## src/rtl/mem_port_arbiter.sv

```systemverilog
// Shares one SRAM-like bus port between instruction fetch and the data stage.
// Optional round-robin arbitration is enabled by defining MEM_ARB_FAIR_EN.
module mem_port_arbiter #(
  parameter int ADDR_W = 32,
  parameter int DATA_W = 32
) (
  input  logic                  i_clk,
  input  logic                  rst,
  input  logic                  i_inst_req,
  input  logic [ADDR_W-1:0]     i_inst_addr,
  output logic [DATA_W-1:0]     o_inst_rdata,
  output logic                  o_inst_done,
  output logic                  o_inst_stall,
  input  logic                  i_data_req,
  input  logic                  i_data_we,
  input  logic [DATA_W/8-1:0]   i_data_sel,
  input  logic [ADDR_W-1:0]     i_data_addr,
  input  logic [DATA_W-1:0]     i_data_wdata,
  output logic [DATA_W-1:0]     o_data_rdata,
  output logic                  o_data_done,
  output logic                  o_data_stall,
  output logic                  o_bus_req,
  output logic                  o_bus_wr,
  output logic [DATA_W/8-1:0]   o_bus_wstrb,
  output logic [ADDR_W-1:0]     o_bus_addr,
  output logic [DATA_W-1:0]     o_bus_wdata,
  input  logic                  i_bus_addr_ok,
  input  logic [DATA_W-1:0]     i_bus_rdata,
  input  logic                  i_bus_data_ok,
  output logic [1:0]            o_state
);

  localparam int STRB_W = DATA_W / 8;

  typedef enum logic [1:0] {
    S_IDLE = 2'd0,
    S_ADDR = 2'd1,
    S_WAIT = 2'd2,
    S_RESP = 2'd3
  } state_t;

  state_t              r_state;
  state_t              w_next_state;
  logic                r_owner_data;
  logic [ADDR_W-1:0]   r_addr;
  logic                r_we;
  logic [STRB_W-1:0]   r_strb;
  logic [DATA_W-1:0]   r_wdata;
  logic [DATA_W-1:0]   r_inst_rdata;
  logic [DATA_W-1:0]   r_data_rdata;
  logic                w_any_req;
  logic                w_grant;
  logic                w_grant_data;
  logic                w_capture;

  assign w_any_req = i_inst_req | i_data_req;
  assign w_grant   = (r_state == S_IDLE) && w_any_req;
  assign w_capture = (r_state == S_WAIT) && i_bus_data_ok && !r_we;

`ifdef MEM_ARB_FAIR_EN
  // Remembers which requester won the previous grant; resets as inst-last so data wins the first tie.
  logic r_last_inst;

  assign w_grant_data = i_data_req & (~i_inst_req | r_last_inst);

  always_ff @(posedge i_clk) begin
    if (rst) begin
      r_last_inst <= 1'b1;
    end else if (w_grant) begin
      r_last_inst <= ~w_grant_data;
    end
  end
`else
  assign w_grant_data = i_data_req;
`endif

  always_ff @(posedge i_clk) begin
    if (rst) begin
      r_state <= S_IDLE;
    end else begin
      r_state <= w_next_state;
    end
  end

  always_comb begin
    w_next_state = r_state;
    case (r_state)
      S_IDLE: if (w_any_req) w_next_state = S_ADDR;
      S_ADDR: if (i_bus_addr_ok) w_next_state = S_WAIT;
      S_WAIT: if (i_bus_data_ok) w_next_state = S_RESP;
      S_RESP: w_next_state = S_IDLE;
      default: w_next_state = S_IDLE;
    endcase
  end

  always_comb begin
    o_bus_req   = 1'b0;
    o_inst_done = 1'b0;
    o_data_done = 1'b0;
    case (r_state)
      S_ADDR: o_bus_req = 1'b1;
      S_RESP: begin
        o_inst_done = ~r_owner_data;
        o_data_done = r_owner_data;
      end
      default: ;
    endcase
  end

  // Request fields are latched at grant so the requester's inputs are free to move afterwards.
  always_ff @(posedge i_clk) begin
    if (rst) begin
      r_owner_data <= 1'b0;
      r_addr       <= '0;
      r_we         <= 1'b0;
      r_strb       <= '0;
      r_wdata      <= '0;
      r_inst_rdata <= '0;
      r_data_rdata <= '0;
    end else begin
      if (w_grant) begin
        r_owner_data <= w_grant_data;
        r_addr       <= w_grant_data ? i_data_addr : i_inst_addr;
        r_we         <= w_grant_data & i_data_we;
        r_strb       <= (w_grant_data & i_data_we) ? i_data_sel : '0;
        r_wdata      <= w_grant_data ? i_data_wdata : '0;
      end
      if (w_capture) begin
        if (r_owner_data) r_data_rdata <= i_bus_rdata;
        else              r_inst_rdata <= i_bus_rdata;
      end
    end
  end

  assign o_bus_wr     = r_we;
  assign o_bus_wstrb  = r_strb;
  assign o_bus_addr   = r_addr;
  assign o_bus_wdata  = r_wdata;
  assign o_inst_rdata = r_inst_rdata;
  assign o_data_rdata = r_data_rdata;
  assign o_inst_stall = i_inst_req & ~o_inst_done;
  assign o_data_stall = i_data_req & ~o_data_done;
  assign o_state      = r_state;

endmodule

```

## config.mk

```make
export PLATFORM = sky130hd
export DESIGN_NAME = mem_port_arbiter
export DESIGN_NICKNAME = d
export VERILOG_FILES = /design/src/rtl/mem_port_arbiter.sv
export SDC_FILE = /design/constraint.sdc
export NUM_CORES = 1
export LEC_CHECK = 0
export BUFFER_PORTS_ARGS = -buffer_cell sky130_fd_sc_hd__buf_4
export CORE_AREA = 2 2 107 109
export CTS_BUF_LIST = sky130_fd_sc_hd__clkbuf_8
export DETAILED_ROUTE_END_ITERATION = 12
export DIE_AREA = 0 0 109 111
export PLACE_DENSITY = 0.86
export REMOVE_ABC_BUFFERS = 1
export SYNTH_ARGS = -nofsm -noshare
export SYNTH_HDL_FRONTEND = slang
export SYNTH_SLANG_ARGS = --single-unit
export TNS_END_PERCENT = 10
```

## constraint.sdc

```tcl
create_clock -name i_clk -period 3.57 [get_ports i_clk]
set_clock_uncertainty 0.05 [all_clocks]
set_input_delay 0.714 -clock i_clk [delete_from_list [all_inputs] [get_ports i_clk]]
set_output_delay 0.714 -clock i_clk [all_outputs]
set_load 0.005 [all_outputs]
```

* Word level (Yosys, flattened, before mapping)
Index checks and enable logic that the tools add are counted.
Widths: inputs -> output; s select.
** Storage, ports and cells
- Bits in registers :: 136
- Bits of input ports :: 139
- Output and inout port bits :: 140
** Cells by class
- Equality and inequality tests :: 6
- Muxes and demuxes :: 10
- Bitwise logic cells :: 7
- Reductions and logical operators :: 8
** Operator list (number)
- $mux 32 :: 2
- $pmux 2 s4 :: 1
- $mux 2 :: 3
- $ne 2x2->1 const B :: 3
- $eq 2x2->1 const B :: 2
- $mux 4 :: 1
- $reduce_and 2->1 :: 2
- $and 1x1->1 :: 3
- $logic_and 1x1->1 :: 3
- $mux 1 :: 3
- $not 1->1 :: 3
- $reduce_and 3->1 :: 1
- $eq 2x1->1 const B :: 1
- $logic_not 2->1 :: 1
- $logic_not 1->1 :: 1
- $or 1x1->1 :: 1

* Longest topological paths before layout
Gate-level depths: netlist of run 1.
- Word-level depth :: 4
- Gate-level depth with buffers :: 7
- Gate-level depth less buffers :: 5

* Worst setup path before layout of run 1
Ideal clock, no wire load.
- Path kind :: input to output
- Start :: in i_data_req
- End :: out o_data_stall
- Arrival time :: 1.355 ns
- Data required time :: 2.806 ns
- Slack :: 1.451 ns
- Stages :: 4
- Buffers on the path :: 3
- Cell sequence :: buf_4 -> buf_4 -> buf_2 -> nor2b_1
** Between the ends
- Longest elaborated chain between the ends :: 1
** RTL lines
- start, declared :: line 14 : input logic i_data_req,
- $and 1x1->1 :: line 142 : assign o_data_stall = i_data_req & ~o_data_done;
- end, declared :: line 21 : output logic o_data_stall,
Every way passes these cells.

* Worst setup path after layout of run 1
- Start :: reg r_state[0], in the netlist o_state[0]
- End :: out o_data_stall
** Between the ends
- Longest elaborated chain between the ends :: 4
** RTL lines
- start, declared :: line 42 : state_t r_state;
- start signal, assigned :: line 81 : r_state <= w_next_state;
- $eq 2x2->1 :: line 100 : case (r_state)
- $mux 1 :: line 100
- $not 1->1 :: line 142
- $and 1x1->1 :: line 142
Every way passes these cells.

==> reports/qor.csv, run 1 <==
stage,metric,value,unit
die,die_w,109,um
clocking,cts_buffers,17,
worst_setup_path,critPathCaptureType,primary output,
worst_setup_path,r2r_cells,6,
clocking,cts_sinks,136,
place,gp_congestion,0.864,
synth,avgSynthCellArea,8.81,sq um
synth,synth_cells,612,
global_routing,grt_max_degree,65,
die,start_util,0.487,
worst_setup_path,r2r-start,o_state[1],
timing,fin_crit,2170,ps
clocking,hold_buffers,0,
place,hpwlAfterDp,10.6,mm
worst_setup_path,worstPathArrival,1410,ps
worst_setup_path,start_kind,flip-flop,
routing,wire_per_inst,14.8,um
worst_setup_path,crit_type,flip-flop to primary output,
outcome,status,completed,
flow_run,cap_violations,0,
clocking,cts_resized,0,
clocking,root_buffer,clkbuf_8,
power,power.total,0.00460,W
timing,timing.fmax,461,MHz
synth,synth.distinct_cells,29,
cells_and_area,utilization,0.702,
global_routing,track_usage,0.248,
cells_and_area,layout.nets,1008,
synth,synthesis.area,5390,sq um
routing,wl,15.1,mm
worst_setup_path,regToRegSetupSlack,1470,ps
worst_hold_path,hp-class,flip-flop to flip-flop,
die,die_y,111,um
power,p_leak,3.43,nW
timing,setup_viol,0,
global_routing,grt_pass1_vias,4938,
routing,drtAntennaViolNets,0,
timing,tns,0,ps
clocking,cts_tree,built,
routing,first_pass_iters,4,
clocking,cts.path.max_buffers,2,
die,core,11100,sq um
routing,post-route-drc-count,0,
synth,ys.flop_type,dfxtp_1,
cells_and_area,antenna_cells,0,
timing,relSlewSlack,0.395,
clocking,h-tree-depth,4,
routing,drt_iter0_markers,332,
clocking,clock_latency,430,ps
die,ios,279,
global_routing,overflow,0,
timing,rsz0062_at_grt,no,
clocking,path_clk_slew,70,ps
synth,synth_edf_count,0,
timing,hold_ws,399,ps
worst_hold_path,holdPathStages,2,
cells_and_area,drive_gt1_frac,0.400,
timing,post-route-period-util,0.608,
global_routing,antenna_found_initial,0,
worst_setup_path,crit_path_start,o_state[0],
place,io_buffers,278,
worst_setup_path,reg2reg_to,o_bus_addr[1],
cells_and_area,regArea,2720,sq um
timing,final_max_slew_viol_count,0,
die,die_area,12100,sq um
synth,seq_area_frac_synth,0.505,
power,irDropWorstVdd,392,uV
die,num_rows,39,
cells_and_area,n_fill_cell,901,
worst_hold_path,hold_end,o_bus_wdata[0],
synth,ys_warn_count,0,
routing,dr_total_vias,5170,
worst_setup_path,cp_max_fo,5,
worst_setup_path,critPathRequiredTime,2810,ps
synth,synthArstFlopShare,0,
timing,hold_viol,0,
cells_and_area,syn_to_final_growth,44.3,%
global_routing,grt_pass1_wl,23.6,mm
power,power.density,591,nW/um^2
clocking,postCtsSetupBuffers,0,
timing,tightest_slew,905,ps
synth,yosys_register_bits,136,
worst_hold_path,min_from,o_bus_wdata[0],
routing,avgViaCountPerCell,5.06,
cells_and_area,multi_input_area,2360,sq um
## placed cells by master (no fill, tap or decap), types with 2 or more instances in the layout
cell / count
dfxtp_1: 136
a211oi_1: 2
nand3_1: 32
a211oi_2: 30
clkbuf_8: 18
a21oi_2: 2
mux2i_1: 33
buf_12: 2
nand2b_1: 4
nand2_1: 161
clkinv_2: 6
buf_4: 284
nor2b_1: 2
nor2_1: 39
ha_1: 4
inv_1: 5
a22oi_1: 5
inv_6: 2
clkinvlp_4: 4
a21oi_1: 96
## worst max-delay path by stage
stage	to	cells past startpoint	slack, ps
6_report	o_data_stall	4	1400
5_1_grt	o_data_stall	4	1260
4_1_cts	o_data_stall	4	1360
3_5_place_dp	o_bus_addr[17]	4	1350
3_3_place_gp	o_bus_addr[14]	4	1390
2_1_floorplan	o_bus_addr[0]	5	260
## cell families (layout without fill, tap and decap cells)
logic type / count (synthesis) / in the layout / synth area share
DFF: 136 / 136 / 0.505
and+or+nand+nor: 245 / 245 / 0.188
adders and majority gates: 4 / 4 / 0.00929
buffers and inverters: 55 / 321 / 0.0571
AOI/OAI and AO/OA: 139 / 139 / 0.179
muxes: 33 / 33 / 0.0613
## where the power goes
group	leakage, nW	internal, W	switching, W
registers	1.11	0.00177	0.000147
clock network	0.173	0.000488	0.000588
logic	2.14	0.000752	0.000849
## registers in the layout, summed over array words and instances, names as in the netlist
signal        flops
o_bus_wdata      32
o_bus_wstrb       4
o_bus_addr       32
o_bus_wr          1
o_inst_rdata     32
r_owner_data      1
o_state           2
o_data_rdata     32
## layout make-up
class / count / area share
inverter: 3 / 0.00145
timing repair buffer: 286 / 0.279
sequential: 136 / 0.350
clock buffer: 18 / 0.0319
clock inverter: 14 / 0.0109
multi-input combinational: 421 / 0.303
tap: 143 / 0.0230
## per-stage QoR
stage,instance area (sq um),std cells,setup WS (ps)
6_report,7780,1021,1400
5_1_grt,7780,1021,1260
4_1_cts,7780,1021,1360
3_5_place_dp,7440,989,1350
3_3_place_gp,7440,989,1390
2_1_floorplan,5090,560,258
## per-layer routing
metal / share of wire / vias to the layer above / GRT usage
li1: - / 2563 / -
met1: 0.39 / 2353 / 0.286
met2: 0.50 / 208 / 0.408
met3: 0.070 / 46 / 0.0688
met4: 0.038 / 0 / 0.140
met5: 0 / - / 0
## cells in the mapped netlist (2+ instances only)
cell type,instances,area (sq um)
a211oi_1,2,15.0
a211oi_2,30,375
a21oi_1,96,480
a21oi_2,2,17.5
a22oi_1,5,37.5
buf_2,18,90.1
buf_4,5,37.5
buf_6,8,90.1
clkbuf_1,20,75.1
dfxtp_1,136,2720
ha_1,4,50.1
inv_1,3,11.3
mux2i_1,33,330
nand2_1,161,604
nand2b_1,4,25.0
nand3_1,32,160
nor2_1,39,146
nor2b_1,2,12.5
o21a_1,2,15.0
## worst max-delay path, stage by stage, from the launching register on
cell and delay, ps:
dfxtp_1 360, ha_1 230, and2_1 170, nor2b_1 100, buf_4 120
Power figures use the tool's default switching activity.
==> inputs of run 2 (changes only) <==
CORE_AREA = default   (was 2 2 107 109)
CORE_UTILIZATION = 47   (was default)
DIE_AREA = default   (was 0 0 109 111)
PLACE_DENSITY = 0.83   (was 0.86)
clock period = 2 ns   (was 3.57 ns; I/O delays follow)
==> run 2 against run 1 <==
Via count up 4.1%; total power up 96%; critical path type unchanged; largest power group unchanged; highest routed layer unchanged; clock power up 140%; sequential power up 79%.
==> reports/qor.csv, run 2 (synthesis results as in run 1) <==
stage,metric,value,unit,change
cells_and_area,syn_to_final_growth,48.2,%,was 44.3%
global_routing,antenna_found_initial,0,,unchanged
clocking,postCtsSetupBuffers,0,,unchanged
cells_and_area,layout.cells.most_common,buf_4,,unchanged
timing,final_max_slew_viol_count,0,,unchanged
die,die_w,109,um,about the same
global_routing,track_usage,0.276,,was 0.248
worst_setup_path,worstPathArrival,1420,ps,was 1410 ps
clocking,hold_buffers,0,,unchanged
worst_setup_path,crit_end,o_data_stall,,unchanged
global_routing,grt_pass1_vias,5187,,was 4938
routing,wire_per_inst,16.0,um,was 14.8 um
place,io_buffers,278,,unchanged
cells_and_area,layout.nets,1013,,was 1008
worst_setup_path,critPathRequiredTime,1550,ps,was 2810 ps
routing,wl,16.4,mm,was 15.1 mm
clocking,root_buffer,clkbuf_8,,unchanged
flow_run,cap_violations,0,,unchanged
power,p_leak,3.52,nW,was 3.43 nW
cells_and_area,utilization,0.727,,was 0.702
global_routing,overflow,0,,unchanged
timing,layout_setup_ws,131,ps,was 1400 ps
timing,tightest_slew,865,ps,was 905 ps
timing,fin_crit,1870,ps,
cells_and_area,layout_common_cells,"286 x buf_4, 161 x nand2_1, 136 x dfxtp_1, 96 x a21oi_1, 39 x nor2_1",,"was 284 x buf_4, 161 x nand2_1, 136 x dfxtp_1, 96 x a21oi_1, 39 x nor2_1"
timing,hold_ws,141,ps,was 399 ps
routing,drt_iter0_markers,370,,was 332
clocking,clock_latency,440,ps,was 430 ps
worst_setup_path,crit_type,flip-flop to primary output,,unchanged
timing,rsz0062_at_grt,no,,unchanged
worst_setup_path,regToRegSetupSlack,290,ps,was 1470 ps
die,num_rows,38,,was 39
worst_setup_path,r2r_cells,6,,unchanged
place,pre_cts_ws,244,ps,was 1350 ps
die,start_util,0.491,,was 0.487
routing,avgViaCountPerCell,5.26,,was 5.06
clocking,cts_resized,0,,unchanged
clocking,cts_buffers,17,,unchanged
die,die_area,11900,sq um,was 12100 sq um
clocking,path_clk_slew,70,ps,about the same
timing,post-route-period-util,0.934,,
routing,drtAntennaViolNets,0,,unchanged
worst_setup_path,critPathCaptureType,primary output,,unchanged
routing,post-route-drc-count,0,,unchanged
clocking,cts.path.max_buffers,2,,unchanged
cells_and_area,antenna_cells,0,,unchanged
global_routing,grt_pass1_wl,25.0,mm,was 23.6 mm
die,ios,279,,unchanged
worst_setup_path,crit_path_start,o_state[0],,unchanged
clocking,cts_tree,built,,unchanged
outcome,status,completed,,unchanged
clocking,cts_sinks,136,,unchanged
place,gp_congestion,0.851,,was 0.864
place,hpwlAfterDp,11.8,mm,was 10.6 mm
clocking,h-tree-depth,4,,unchanged
worst_setup_path,r2r-start,o_state[0],,was o_state[1]
cells_and_area,drive_gt1_frac,0.405,,was 0.400
timing,hold_viol,0,,unchanged
timing,setup_viol,0,,unchanged
timing,relSlewSlack,0.421,,was 0.395
power,irDropWorstVdd,628,uV,was 392 uV
power,power.density,1130,nW/um^2,was 591 nW/um^2
routing,first_pass_iters,5,,was 4
routing,dr_total_vias,5381,,was 5170
timing,timing.fmax,535,MHz,
worst_setup_path,start_kind,flip-flop,,unchanged
timing,tns,0,ps,unchanged
die,core,11000,sq um,was 11100 sq um
die,die_y,109,um,was 111 um
global_routing,grt_max_degree,65,,unchanged
worst_setup_path,cp_max_fo,5,,unchanged
worst_setup_path,reg2reg_to,o_bus_wstrb[0],,was o_bus_addr[1]
worst_hold_path,hp-class,primary input to flip-flop,,was flip-flop to flip-flop
run 2: cell count changes in the layout (fill, tap and decap cells not counted), sizes merged:
cell | previous run | this run
buf | 286 | 291
clkinvlp | 4 | 3
inv | 7 | 3
bufinv | 0 | 5
clkinv | 6 | 4
clkbuf | 18 | 20
run 2: critical path, stage by stage (launching register included):
cell and delay, ps:
dfxtp_1 360, ha_1 220, and2_1 180, nor2b_1 110, buf_4 110
run 2: layout make-up:
cell class / instances / area (sq um)
fillers: 819 / 3000
clock inverters: 12 / 196
multi-input cells: 421 / 2360
flip-flops and latches: 136 / 2720
clock buffers: 20 / 275
well taps: 140 / 175
repair buffers: 291 / 2250
inverters: 3 / 11.3
run 2: how the worst min path moves through the flow:
stage | from | endpoint | slack, ps | cells past startpoint
after CTS | i_data_sel[2] | o_bus_wstrb[2] | 120 | 3
after global routing | i_bus_rdata[21] | o_inst_rdata[21] | 130 | 3
after detailed placement | o_bus_wdata[13] | o_bus_wdata[13] | 400 | 2
after floorplan | o_bus_wdata[0] | o_bus_wdata[0] | 390 | 2
after global placement | o_bus_wdata[28] | o_bus_wdata[28] | 390 | 2
final | i_data_sel[2] | o_bus_wstrb[2] | 140 | 3
run 2: per-layer routing:
metal | track usage | wire, um | share of wire
met5 | 0 | 0 | 0
met3 | 0.0795 | 1010 | 0.061
met4 | 0.153 | 630 | 0.038
met1 | 0.299 | 6100 | 0.37
met2 | 0.480 | 8670 | 0.53
run 2: stage by stage:
step	power, W	cell area [sq um]	std cells
4_1_cts	0.00907	7990	1023
2_1_floorplan	0.00493	5090	560
3_3_place_gp	0.00631	7520	991
3_5_place_dp	0.00643	7520	991
6_report	0.00902	7990	1023
5_1_grt	0.00948	7990	1023
run 2: power by group:
group	internal, W	switching (W)	leakage, nW
registers	0.00317	0.000262	1.11
logic	0.00138	0.00157	2.18
clock network	0.00158	0.00106	0.231
